<file path="config.mk">
export PLATFORM = sky130hd
export DESIGN_NAME = serial_adder
export DESIGN_NICKNAME = d
export VERILOG_FILES = /design/src/rtl/serial_adder_pkg.sv /design/src/rtl/serial_adder_full_adder.sv /design/src/rtl/serial_adder.sv
export SDC_FILE = /design/constraint.sdc
export NUM_CORES = 1
export LEC_CHECK = 0
export CAP_MARGIN = 10
export CORE_MARGIN = 8
export CORE_UTILIZATION = 40
export CTS_CLUSTER_SIZE = 24
export DETAILED_ROUTE_END_ITERATION = 10
export HOLD_SLACK_MARGIN = 0.15
export PLACE_DENSITY = 0.59
export SYNTH_ARGS = -nofsm -noshare
export SYNTH_HDL_FRONTEND = slang
export SYNTH_HIERARCHICAL = 1
export SYNTH_SLANG_ARGS = --single-unit
export TNS_END_PERCENT = 20
</file>
<file path="constraint.sdc">
create_clock -name clk -period 3 [get_ports clk]
set_clock_uncertainty 0.2 [all_clocks]
set_input_delay 0.3 -clock clk [delete_from_list [all_inputs] [get_ports clk]]
set_output_delay 0.3 -clock clk [all_outputs]
set_load 0.01 [all_outputs]
</file>
<file path="src/rtl/serial_adder_pkg.sv">
// Shared types and constants for the bit-serial adder.
// Latency: n/a (declarations only).
// Backpressure: n/a (declarations only).
package serial_adder_pkg;

    // Operand width used when the parent does not override WIDTH
    localparam int DEFAULT_WIDTH = 8;

    // Control FSM encoding
    typedef enum logic [1:0] {
        IDLE  = 2'd0,
        SHIFT = 2'd1,
        DONE  = 2'd2
    } state_t;

endpackage

</file>
<file path="src/rtl/serial_adder_full_adder.sv">
// Single-bit full adder used as the serial datapath slice.
// Latency: combinational.
// Backpressure: none.
module full_adder (
    input  logic a,
    input  logic b,
    input  logic c,
    output logic s,
    output logic carry
);

    assign s     = a ^ b ^ c;
    assign carry = (a & b) | (c & (a ^ b));

endmodule

</file>
<file path="src/rtl/serial_adder.sv">
// Bit-serial adder: one operand bit per cycle, LSB first, through one full adder.
// Latency: start accepted at E0 -> sum/cout/done updated at E(WIDTH); done pulses for one cycle.
// Backpressure: none; start is ignored while busy, so callers must wait for busy low.
module serial_adder
    import serial_adder_pkg::*;
#(
    parameter int WIDTH = DEFAULT_WIDTH
) (
    input  logic             clk,
    input  logic             rst,
    input  logic             start,
    input  logic [WIDTH-1:0] a,
    input  logic [WIDTH-1:0] b,
    input  logic             cin,
    output logic             busy,
    output logic             done,
    output logic [WIDTH-1:0] sum,
    output logic             cout
);

    localparam int              CNT_W    = $clog2(WIDTH);
    localparam logic [CNT_W-1:0] LAST_BIT = CNT_W'(WIDTH - 1);

    state_t           state;
    logic [WIDTH-1:0] a_sh;
    logic [WIDTH-1:0] b_sh;
    // Partial result: holds the WIDTH-1 bits produced so far, newest at the top
    logic [WIDTH-2:0] res;
    logic             carry_q;
    logic [CNT_W-1:0] cnt;

    logic             fa_s;
    logic             fa_c;
    logic [WIDTH-1:0] res_nxt;

    full_adder u_full_adder (
        .a     (a_sh[0]),
        .b     (b_sh[0]),
        .c     (carry_q),
        .s     (fa_s),
        .carry (fa_c)
    );

    // On the final bit this concatenation is the complete, correctly ordered result
    assign res_nxt = {fa_s, res};

    // Control FSM plus serial datapath; busy/done are registered alongside the state
    always_ff @(posedge clk or posedge rst) begin
        if (rst) begin
            state   <= IDLE;
            a_sh    <= '0;
            b_sh    <= '0;
            res     <= '0;
            carry_q <= 1'b0;
            cnt     <= '0;
            busy    <= 1'b0;
            done    <= 1'b0;
            sum     <= '0;
            cout    <= 1'b0;
        end else begin
            case (state)
                IDLE: begin
                    done <= 1'b0;
                    if (start) begin
                        a_sh    <= a;
                        b_sh    <= b;
                        carry_q <= cin;
                        cnt     <= '0;
                        busy    <= 1'b1;
                        state   <= SHIFT;
                    end
                end
                SHIFT: begin
                    res     <= res_nxt[WIDTH-1:1];
                    carry_q <= fa_c;
                    a_sh    <= a_sh >> 1;
                    b_sh    <= b_sh >> 1;
                    cnt     <= cnt + 1'b1;
                    if (cnt == LAST_BIT) begin
                        sum   <= res_nxt;
                        cout  <= fa_c;
                        done  <= 1'b1;
                        state <= DONE;
                    end
                end
                DONE: begin
                    done  <= 1'b0;
                    busy  <= 1'b0;
                    state <= IDLE;
                end
                default: begin
                    done  <= 1'b0;
                    busy  <= 1'b0;
                    state <= IDLE;
                end
            endcase
        end
    end

endmodule

</file>
==> out/qor.csv, run 1 <==
metric,value,unit
Crit Path Max Fanout,18,
largest net degree at the start of global routing,41,
Max Cap Violations,0,
Clock Path Buffers,2,
Tmin final,2.103,ns
Root Buffer,clkbuf_8,
TritonCTS Buffers,5,
Worst slew margin,0.4059,
Initial Utilization,0.4161,
Hold Path Class,input pin to asynchronous set/reset pin,
CP max stage cell,nor2b_2,
drt total wl,3.667,mm
share of the synthesized area in the top cell type,0.5487,
CP startpoint kind,flip-flop,
PortBufs,30,
Synth area leaders,"dfrtp_1, mux2_4, nand2_1, a221o_1, o21ai_0",
crit-path cells,buf_4 > nor2b_2 > nand2_8 > mux2_4,
fill count,372,
total power,2.167,mW
total congestion overflow,0,
die width,83.53,µm
Die Height,83.53,µm
area share of fa/ha/maj cells after synthesis,0.02469,
Antenna diodes,0,
layout cells sized above 1,0.1231,
H-tree levels,2,
power density over cell area,961.8,mW/mm²
critical path type,flip-flop to flip-flop,
Hold Buf Count CTS,0,
clock latency on the worst-skew pair,0.29,ns
Synth Cell Area,0.001824,mm²
sequential-to-total area share from yosys stat,0.5487,
post-synthesis mux area share,0.07407,
largest family of logic cells by synthesized area,simple AND/OR/NAND/NOR gates,
Slew @ Worst Pin,0.8872,ns
Critical Path End Type,flip-flop,
Layout area overhead,23.53,%
core area,0.004384,mm²
hpwl dp,2.522,mm
Syn Nets,187,
Placer Congestion,0.8099,
DR pass1 iterations,4,
Total GRT Usage,0.1090,
via density per instance,5.202,
Synth Area in XOR/XNOR,0,
dominant cell type by area after synthesis,dfrtp_1,
Site Rows,24,
CP required,2.97,ns
Critical Path Max Stage Delay,0.75,ns
status,finished clean,
Leakage Power,1.046,nW
Netlist cell types,25,
RSZ-0062 raised after global routing,no,
register bit total from synthesis,40,
Max Fclk,475.5,MHz
Vias,1285,
Final ANT Viol Nets,0,
Wirelength per Cell,14.85,µm
max-slew violation count,0,
"Largest delay share family, worst path",simple AND/OR/NAND/NOR gates,
number of DRC markers in iteration 0,54,
Setup Viol. Count Final,0,
number of I/O pins,31,
CTS Sinks,40,
cts repair resizes,0,
Layout Nets,217,
Syn Area/Cell,11.12,µm²
Hold Fails Final Rpt,0,
"IR drop worst, VDD",0.4710,mV
DRC viols,0,
simple-gate share of the synthesized area,0.1701,
total die area,0.006977,mm²
global-route wire length before repair,6.354,mm
Synth Area in Compound Gates,0.1420,
"Reg clk slew, reported paths",0.08,ns
via count of the first global-routing pass,1380,
Ys Warns,6,
CP Buf/Inv Count,1,
WP data arrival,2.07,ns
initial antenna violation count,0,
Post-Syn Instances,164,
setup TNS,0,ns
CTS tree,done,
post-CTS repair timing setup buffer count,0,
period utilization,0.7010,
==> worst paths after layout <==
kind	start	to	slack (ns)	cells past startpoint
max	state[0]	sum[7]	0.90	4
min	rst	a_sh[0]	0.22	3
max reg2reg	state[0]	sum[7]	0.90	4
min reg2reg	res[0]	res[0]	0.28	2
max in group asynchronous	rst	b_sh[0]	2.01	3
min in group clk	res[0]	res[0]	0.28	2
==> where the power goes <==
| part | leakage, nW | internal, mW | switching [mW] | total [mW] |
|---|---|---|---|---|
| Sequential | 0.492 | 0.782 | 0.148 | 0.930 |
| Clock | 0.0510 | 0.183 | 0.182 | 0.366 |
| Combinational | 0.503 | 0.472 | 0.400 | 0.872 |
| Total | 1.05 | 1.44 | 0.730 | 2.17 |
==> cells in the mapped netlist <==
cell type	count
or2_1	1
nor3b_1	5
nand2b_1	11
nand2_1	31
inv_1	6
mux2_4	9
buf_2	4
o22a_1	3
a221o_1	8
a221oi_1	2
clkbuf_2	1
nor2b_1	3
a22o_1	2
a21oi_1	5
nor2_1	5
buf_6	1
nand3b_1	2
dfrtp_1	40
o21ai_0	14
nor2b_2	1
ha_1	2
o221a_2	2
clkbuf_1	4
nand2_8	1
fa_1	1
==> through the flow <==
stage | hold WS (ns) | instances | utilization | setup slack [ns] | area [µm²]
4_1_cts | 0.2455 | 247 | 0.5140 | 0.8759 | 2253
3_3_place_gp | 0.2618 | 239 | 0.4929 | 0.7053 | 2161
2_1_floorplan | 0.2360 | 164 | - | 1.442 | 1824
6_report | 0.2201 | 247 | 0.5140 | 0.8970 | 2253
3_5_place_dp | 0.2654 | 239 | 0.4929 | 0.6561 | 2161
5_1_grt | 0.2945 | 247 | 0.5140 | 0.7753 | 2253
==> area by class of cell <==
class | count | area, µm² | share of cell area
clock inverters | 2 | 10.01 | 0.004442
well taps | 52 | 65.06 | 0.02887
flip-flops and latches | 40 | 1001 | 0.4442
repair buffers | 33 | 322.8 | 0.1433
inverters | 6 | 22.52 | 0.009994
clock buffers | 6 | 82.58 | 0.03665
multi-input cells | 108 | 749.5 | 0.3326
==> flip-flops by register name, summed over array words and instances (netlist names) <==
signal   cells
busy         1
carry_q      1
cnt          3
state        2
a_sh         8
cout         1
done         1
sum          8
b_sh         8
res          7
==> cells in the final DEF, fill, tap and decap left out, drive strengths merged <==
cell / n
nand2: 32
nor2b: 4
o221a: 2
nor2: 5
o22a: 3
a221oi: 2
or2: 1
dfrtp: 40
mux2: 9
a22o: 2
clkdlybuf4s50: 30
a221o: 8
clkbuf: 6
buf: 3
ha: 2
inv: 6
o21ai: 14
nor3b: 5
nand3b: 2
nand2b: 11
a21oi: 5
clkinv: 2
fa: 1
==> layer usage <==
| layer | track usage | wire [µm] | vias to the layer above |
|---|---|---|---|
| met5 | 0 | 0 | - |
| met4 | 0.03768 | 49 | 0 |
| met3 | 0.04297 | 170 | 6 |
| met2 | 0.1676 | 1727 | 25 |
| met1 | 0.1351 | 1719 | 629 |
| li1 | - | - | 625 |
==> worst min-delay path: stages <==
cell	delay (ns)
clkdlybuf4s50_1	0.39
inv_1	0.05
buf_4	0.41
==> cells by family (layout without fill, tap and decap cells) <==
family                   count (synthesis)  after routing
buffers and inverters                   16             47
multiplexers                             9              9
AO/OA/AOI/OAI                           36             36
AND/OR/NAND/NOR                         60             60
adder cells (fa/ha/maj)                  3              3
flip-flops                              40             40
Power figures use the tool's default switching activity.
==> inputs of run 2 (changes only) <==
==> constraint.sdc (replaced) <==
create_clock -name clk -period 1.96 [get_ports clk]
set_clock_uncertainty 0.2 [all_clocks]
set_input_delay 0.196 -clock clk [delete_from_list [all_inputs] [get_ports clk]]
set_output_delay 0.196 -clock clk [all_outputs]
set_load 0.01 [all_outputs]
==> run 2 against run 1 <==
Net effect:
- total power up 56%
- critical endpoint is now sum[5]
- setup slack worse by 0.62 ns
- sequential share of layout area down 0.94 points
- largest power group unchanged
- via count down 1.2%
- sequential power up 56%
- final cell count up 2.4%
- highest routed layer unchanged
==> out/qor.csv, run 2 (same netlist as run 1, synthesis figures left out) <==
metric,value,unit
Crit Path Max Fanout,10,
total die area,0.006977,mm²
clock latency on the worst-skew pair,0.29,ns
worst hold slack,0.2627,ns
total congestion overflow,0,
status,finished clean,
DR pass1 iterations,4,
H-tree levels,2,
post-CTS repair timing setup buffer count,0,
Critical Path End Type,flip-flop,
Vias,1270,
Layout Nets,223,
layout cells sized above 1,0.1393,
Clock Path Buffers,2,
CP startpoint kind,flip-flop,
cts repair resizes,0,
hold_sp,b[7],
Post-DP Area,0.002198,mm²
most frequent cells in the layout,"dfrtp_1, nand2_1, clkdlybuf4s50_1",
Initial Utilization,0.4161,
Final ANT Viol Nets,0,
critical path type,flip-flop to flip-flop,
fin cells,253,
core area,0.004384,mm²
number of DRC markers in iteration 0,84,
Total GRT Usage,0.1173,
Hold Fails Final Rpt,0,
DRC viols,0,
"most common cell after layout, fill and taps aside",dfrtp_1,
CP required,1.93,ns
TritonCTS Buffers,5,
top flop regs,"a_sh: 8 flops, b_sh: 8 flops, sum: 8 flops",
period utilization,0.8584,
"IR drop worst, VDD",0.5570,mV
power density over cell area,1472,mW/mm²
hpwl dp,2.746,mm
Antenna diodes,0,
global-route wire length before repair,6.734,mm
Final Cell Area,0.002302,mm²
Hold Path Class,input pin to flip-flop,
CTS tree,done,
die width,83.53,µm
Layout area overhead,26.20,%
drt total wl,3.844,mm
Reg2Reg Setup Slack,0.28,ns
Wirelength per Cell,15.19,µm
PortBufs,30,
Leakage Power,1.068,nW
Tmin final,1.682,ns
worst flop-to-flop path endpoint,sum[5],
initial antenna violation count,0,
largest net degree at the start of global routing,41,
CP startpoint,cnt[0],
via density per instance,5.020,
R2R depth,4,
Worst slew margin,0.6693,
Crit Reg-Reg Startpoint,cnt[0],
Die Height,83.53,µm
Inst Count DP,244,
Slew @ Worst Pin,0.4961,ns
Max Fclk,594.4,MHz
Placer Congestion,0.7469,
WP data arrival,1.66,ns
Post-Route Utilization,0.5251,
"Reg clk slew, reported paths",0.08,ns
Site Rows,24,
via count of the first global-routing pass,1367,
max-slew violation count,0,
WHS Endpoint,b_sh[7],
setup TNS,0,ns
Setup Viol. Count Final,0,
CTS Sinks,40,
hold depth,3,
Max Cap Violations,0,
Root Buffer,clkbuf_8,
RSZ-0062 raised after global routing,no,
number of I/O pins,31,
run 2: area by class of cell:
| cell class | count | area (µm²) |
|---|---|---|
| Clock buffer | 7 | 86.33 |
| Clock inverter | 1 | 7.507 |
| Fill cell | 391 | 2082 |
| Inverter | 6 | 22.52 |
| Multi-Input combinational cell | 108 | 749.5 |
| Sequential cell | 40 | 1001 |
| Tap cell | 52 | 65.06 |
| Timing Repair Buffer | 39 | 370.4 |
run 2: worst max-delay path, stage by stage (launching register included):
cell and delay [ns]:
dfrtp_1 0.40, ha_1 0.20, ha_1 0.28, nand2_8 0.16, mux2_4 0.32
run 2: report_power, final:
part | switching, mW | internal [mW]
Combinational | 0.615 | 0.762
Clock | 0.279 | 0.286
Sequential | 0.250 | 1.20
Total | 1.14 | 2.24
run 2: how the worst max path moves through the flow:
stage	to	slack [ns]	cells past startpoint
2_1_floorplan	cout	0.40	4
3_3_place_gp	a_sh[5]	0.26	4
3_5_place_dp	a_sh[5]	0.24	4
4_1_cts	sum[5]	0.27	4
5_1_grt	sum[5]	0.25	4
6_report	sum[5]	0.28	4
run 2: layer usage:
metal	global-route usage	up-vias	share of wire
li1	-	633	-
met1	0.1438	607	0.47
met2	0.1818	26	0.47
met3	0.04883	4	0.043
met4	0.03768	0	0.014
met5	0	-	0
run 2: through the flow:
step / total power, mW / worst slack [ns]
floorplan: 2.337 / 0.4024
global placement: 2.783 / 0.2614
detailed placement: 2.861 / 0.2440
CTS: 3.436 / 0.2723
global route: 3.648 / 0.2543
finish: 3.388 / 0.2775
run 2: timing repair:
item	in CTS	in global routing
endpoints found under the hold margin	40	0
setup endpoints to repair	0	0
hold buffers	1	0
==> inputs of run 3 (changes only) <==
==> constraint.sdc (replaced) <==
create_clock -name clk -period 1.6 [get_ports clk]
set_clock_uncertainty 0.2 [all_clocks]
set_input_delay 0.16 -clock clk [delete_from_list [all_inputs] [get_ports clk]]
set_output_delay 0.16 -clock clk [all_outputs]
set_load 0.01 [all_outputs]
==> run 3 against run 2 <==
Net effect:
- critical endpoint is now sum[7]
- cell area grew 5.2%
- worst hold slack lost 0.019 ns
- core utilization grew 2.7 points
- via count grew 7.2%
- combinational power grew 36%
- sequential share of layout area shrank 2.0 points
- non-clock buffer count grew 9
- die area is the same
- flip-flop and latch count is the same
- critical path depth grew 1
==> out/qor.csv, run 3 (same netlist as run 1, synthesis figures left out) <==
metric,value,unit
clock share of power,0.139,
via count of the first global-routing pass,1468,
Internal,2.828,mW
status,finished clean,
Root Buffer,clkbuf_8,
Final ANT Viol Nets,0,
Hold Path Class,input pin to flip-flop,
Antenna diodes,0,
total congestion overflow,0,
WP data arrival,1.54,ns
Vias,1362,
CP required,1.57,ns
layout cells sized above 1,0.1981,
Slew @ Worst Pin,0.3804,ns
drt total wl,4.015,mm
critical path type,flip-flop to flip-flop,
total die area,0.006977,mm²
Total GRT Usage,0.1206,
Hold Fails Final Rpt,0,
Tmin final,1.579,ns
largest net degree at the start of global routing,41,
PortBufs,30,
Setup Viol. Count Final,0,
CP max stage cell,dfrtp_1,
CP startpoint kind,flip-flop,
max-slew violation count,0,
global-route wire length before repair,6.948,mm
Max Cap Violations,0,
TritonCTS Buffers,5,
DRC viols,0,
"Reg clk slew, reported paths",0.07,ns
hpwl dp,2.849,mm
RSZ-0062 raised after global routing,yes,
Wirelength per Cell,15.50,µm
NetSw,1.408,mW
initial antenna violation count,0,
CP Buf/Inv Count,1,
most frequent cells in the layout,"dfrtp_1, nand2_1, clkdlybuf4s50_1",
DR pass1 iterations,6,
number of DRC markers in iteration 0,58,
H-tree levels,2,
Sw Share,0.3324,
Layout Nets,232,
crit-path cells,ha_2 > ha_4 > nand2_8 > buf_8 > mux2_4,
fill count,383,
"Largest delay share family, worst path",adder cells,
clock latency on the worst-skew pair,0.28,ns
"IR drop worst, VDD",0.8888,mV
Worst slew margin,0.7455,
Post-Route Utilization,0.5522,
CTS Sinks,40,
Die Height,83.53,µm
Max Fclk,633.5,MHz
Layout area overhead,32.72,%
power density over cell area,1749,mW/mm²
Logic pwr share,0.441,
Placer Congestion,0.7337,
total power,4.236,mW
core area,0.004384,mm²
Crit Path Max Fanout,5,
die width,83.53,µm
via density per instance,5.259,
Leakage Power,1.121,nW
"most common cell after layout, fill and taps aside",dfrtp_1,
period utilization,0.9866,
number of I/O pins,31,
share of power burned in registers,0.419,
Initial Utilization,0.4161,
Clock Path Buffers,2,
top flop regs,"a_sh: 8 flops, b_sh: 8 flops, sum: 8 flops",
Site Rows,24,
CTS tree,done,
Critical Path End Type,flip-flop,
Critical Path Max Stage Delay,0.38,ns
run 3: changes by cell type in the layout (fill, tap and decap cells not counted), moves of 2 or more:
cell,change
buf_4,+5
ha_1,-2
buf_12,+3
dfrtp_2,+2
dfrtp_1,-2
run 3: metal layers:
| layer | global-route usage | routed length, µm | part of all wire | vias to the layer above |
|---|---|---|---|---|
| met2 | 0.2037 | 2057 | 0.51 | 30 |
| met5 | 0 | 0 | 0 | - |
| met3 | 0.03809 | 189 | 0.047 | 4 |
| met1 | 0.1418 | 1734 | 0.43 | 675 |
| met4 | 0.03768 | 33 | 0.0082 | 0 |
| li1 | - | - | - | 653 |
run 3: timing repair:
| item | in CTS | in global routing |
|---|---|---|
| endpoints found under the hold margin | 40 | 0 |
| setup endpoints to repair | 9 | 19 |
| hold buffers | 1 | 0 |
| gates cloned | 0 | 0 |
| pin swaps | 1 | 1 |
| gates resized for setup | 6 | 5 |
| buffers inserted | 5 | 0 |
run 3: stage by stage:
stage               TNS [ns]  area (µm²)  setup slack, ns  std cells  hold slack (ns)
global route        -0.07524        2421         -0.01984        259           0.2656
finish                     0        2421          0.02137        259           0.2436
global placement     -0.2358        2253         -0.05843        248           0.2687
floorplan                  0        1824          0.04236        164          0.09605
CTS                        0        2406          0.02425        259           0.2463
detailed placement   -0.7643        2253         -0.08800        248           0.2906
run 3: layout make-up:
type | instances | area [µm²] | share of cell area
Inverter | 6 | 22.52 | 0.009302
Multi-Input combinational cell | 108 | 778.2 | 0.3214
Clock buffer | 5 | 68.82 | 0.02842
Sequential cell | 40 | 1003 | 0.4145
Timing Repair Buffer | 48 | 483.0 | 0.1995
Tap cell | 52 | 65.06 | 0.02687
run 3: worst paths after layout:
path / start / end / slack, ns / cells after the start
min reg2reg: res[0] / res[0] / 0.30 / 2
min in group asynchronous: rst / b_sh[4] / 0.59 / 4
max in group asynchronous: rst / state[1] / 0.40 / 4
min: b[7] / b_sh[7] / 0.24 / 3
max: cnt[1] / sum[7] / 0.02 / 5
max reg2reg: cnt[1] / sum[7] / 0.02 / 5
run 3: power by group through the flow:
stage | registers, mW | clock network [mW] | logic (mW)
2_1_floorplan | 1.77 | 0 | 1.09
3_3_place_gp | 1.77 | 0 | 1.70
3_5_place_dp | 1.79 | 0 | 1.77
4_1_cts | 1.78 | 0.606 | 1.88
5_1_grt | 1.84 | 0.660 | 2.06
6_report | 1.78 | 0.589 | 1.87
run 3: worst min-delay path: stages:
cell	delay (ns)
clkdlybuf4s50_1	0.41
nand2_1	0.05
o21ai_0	0.06
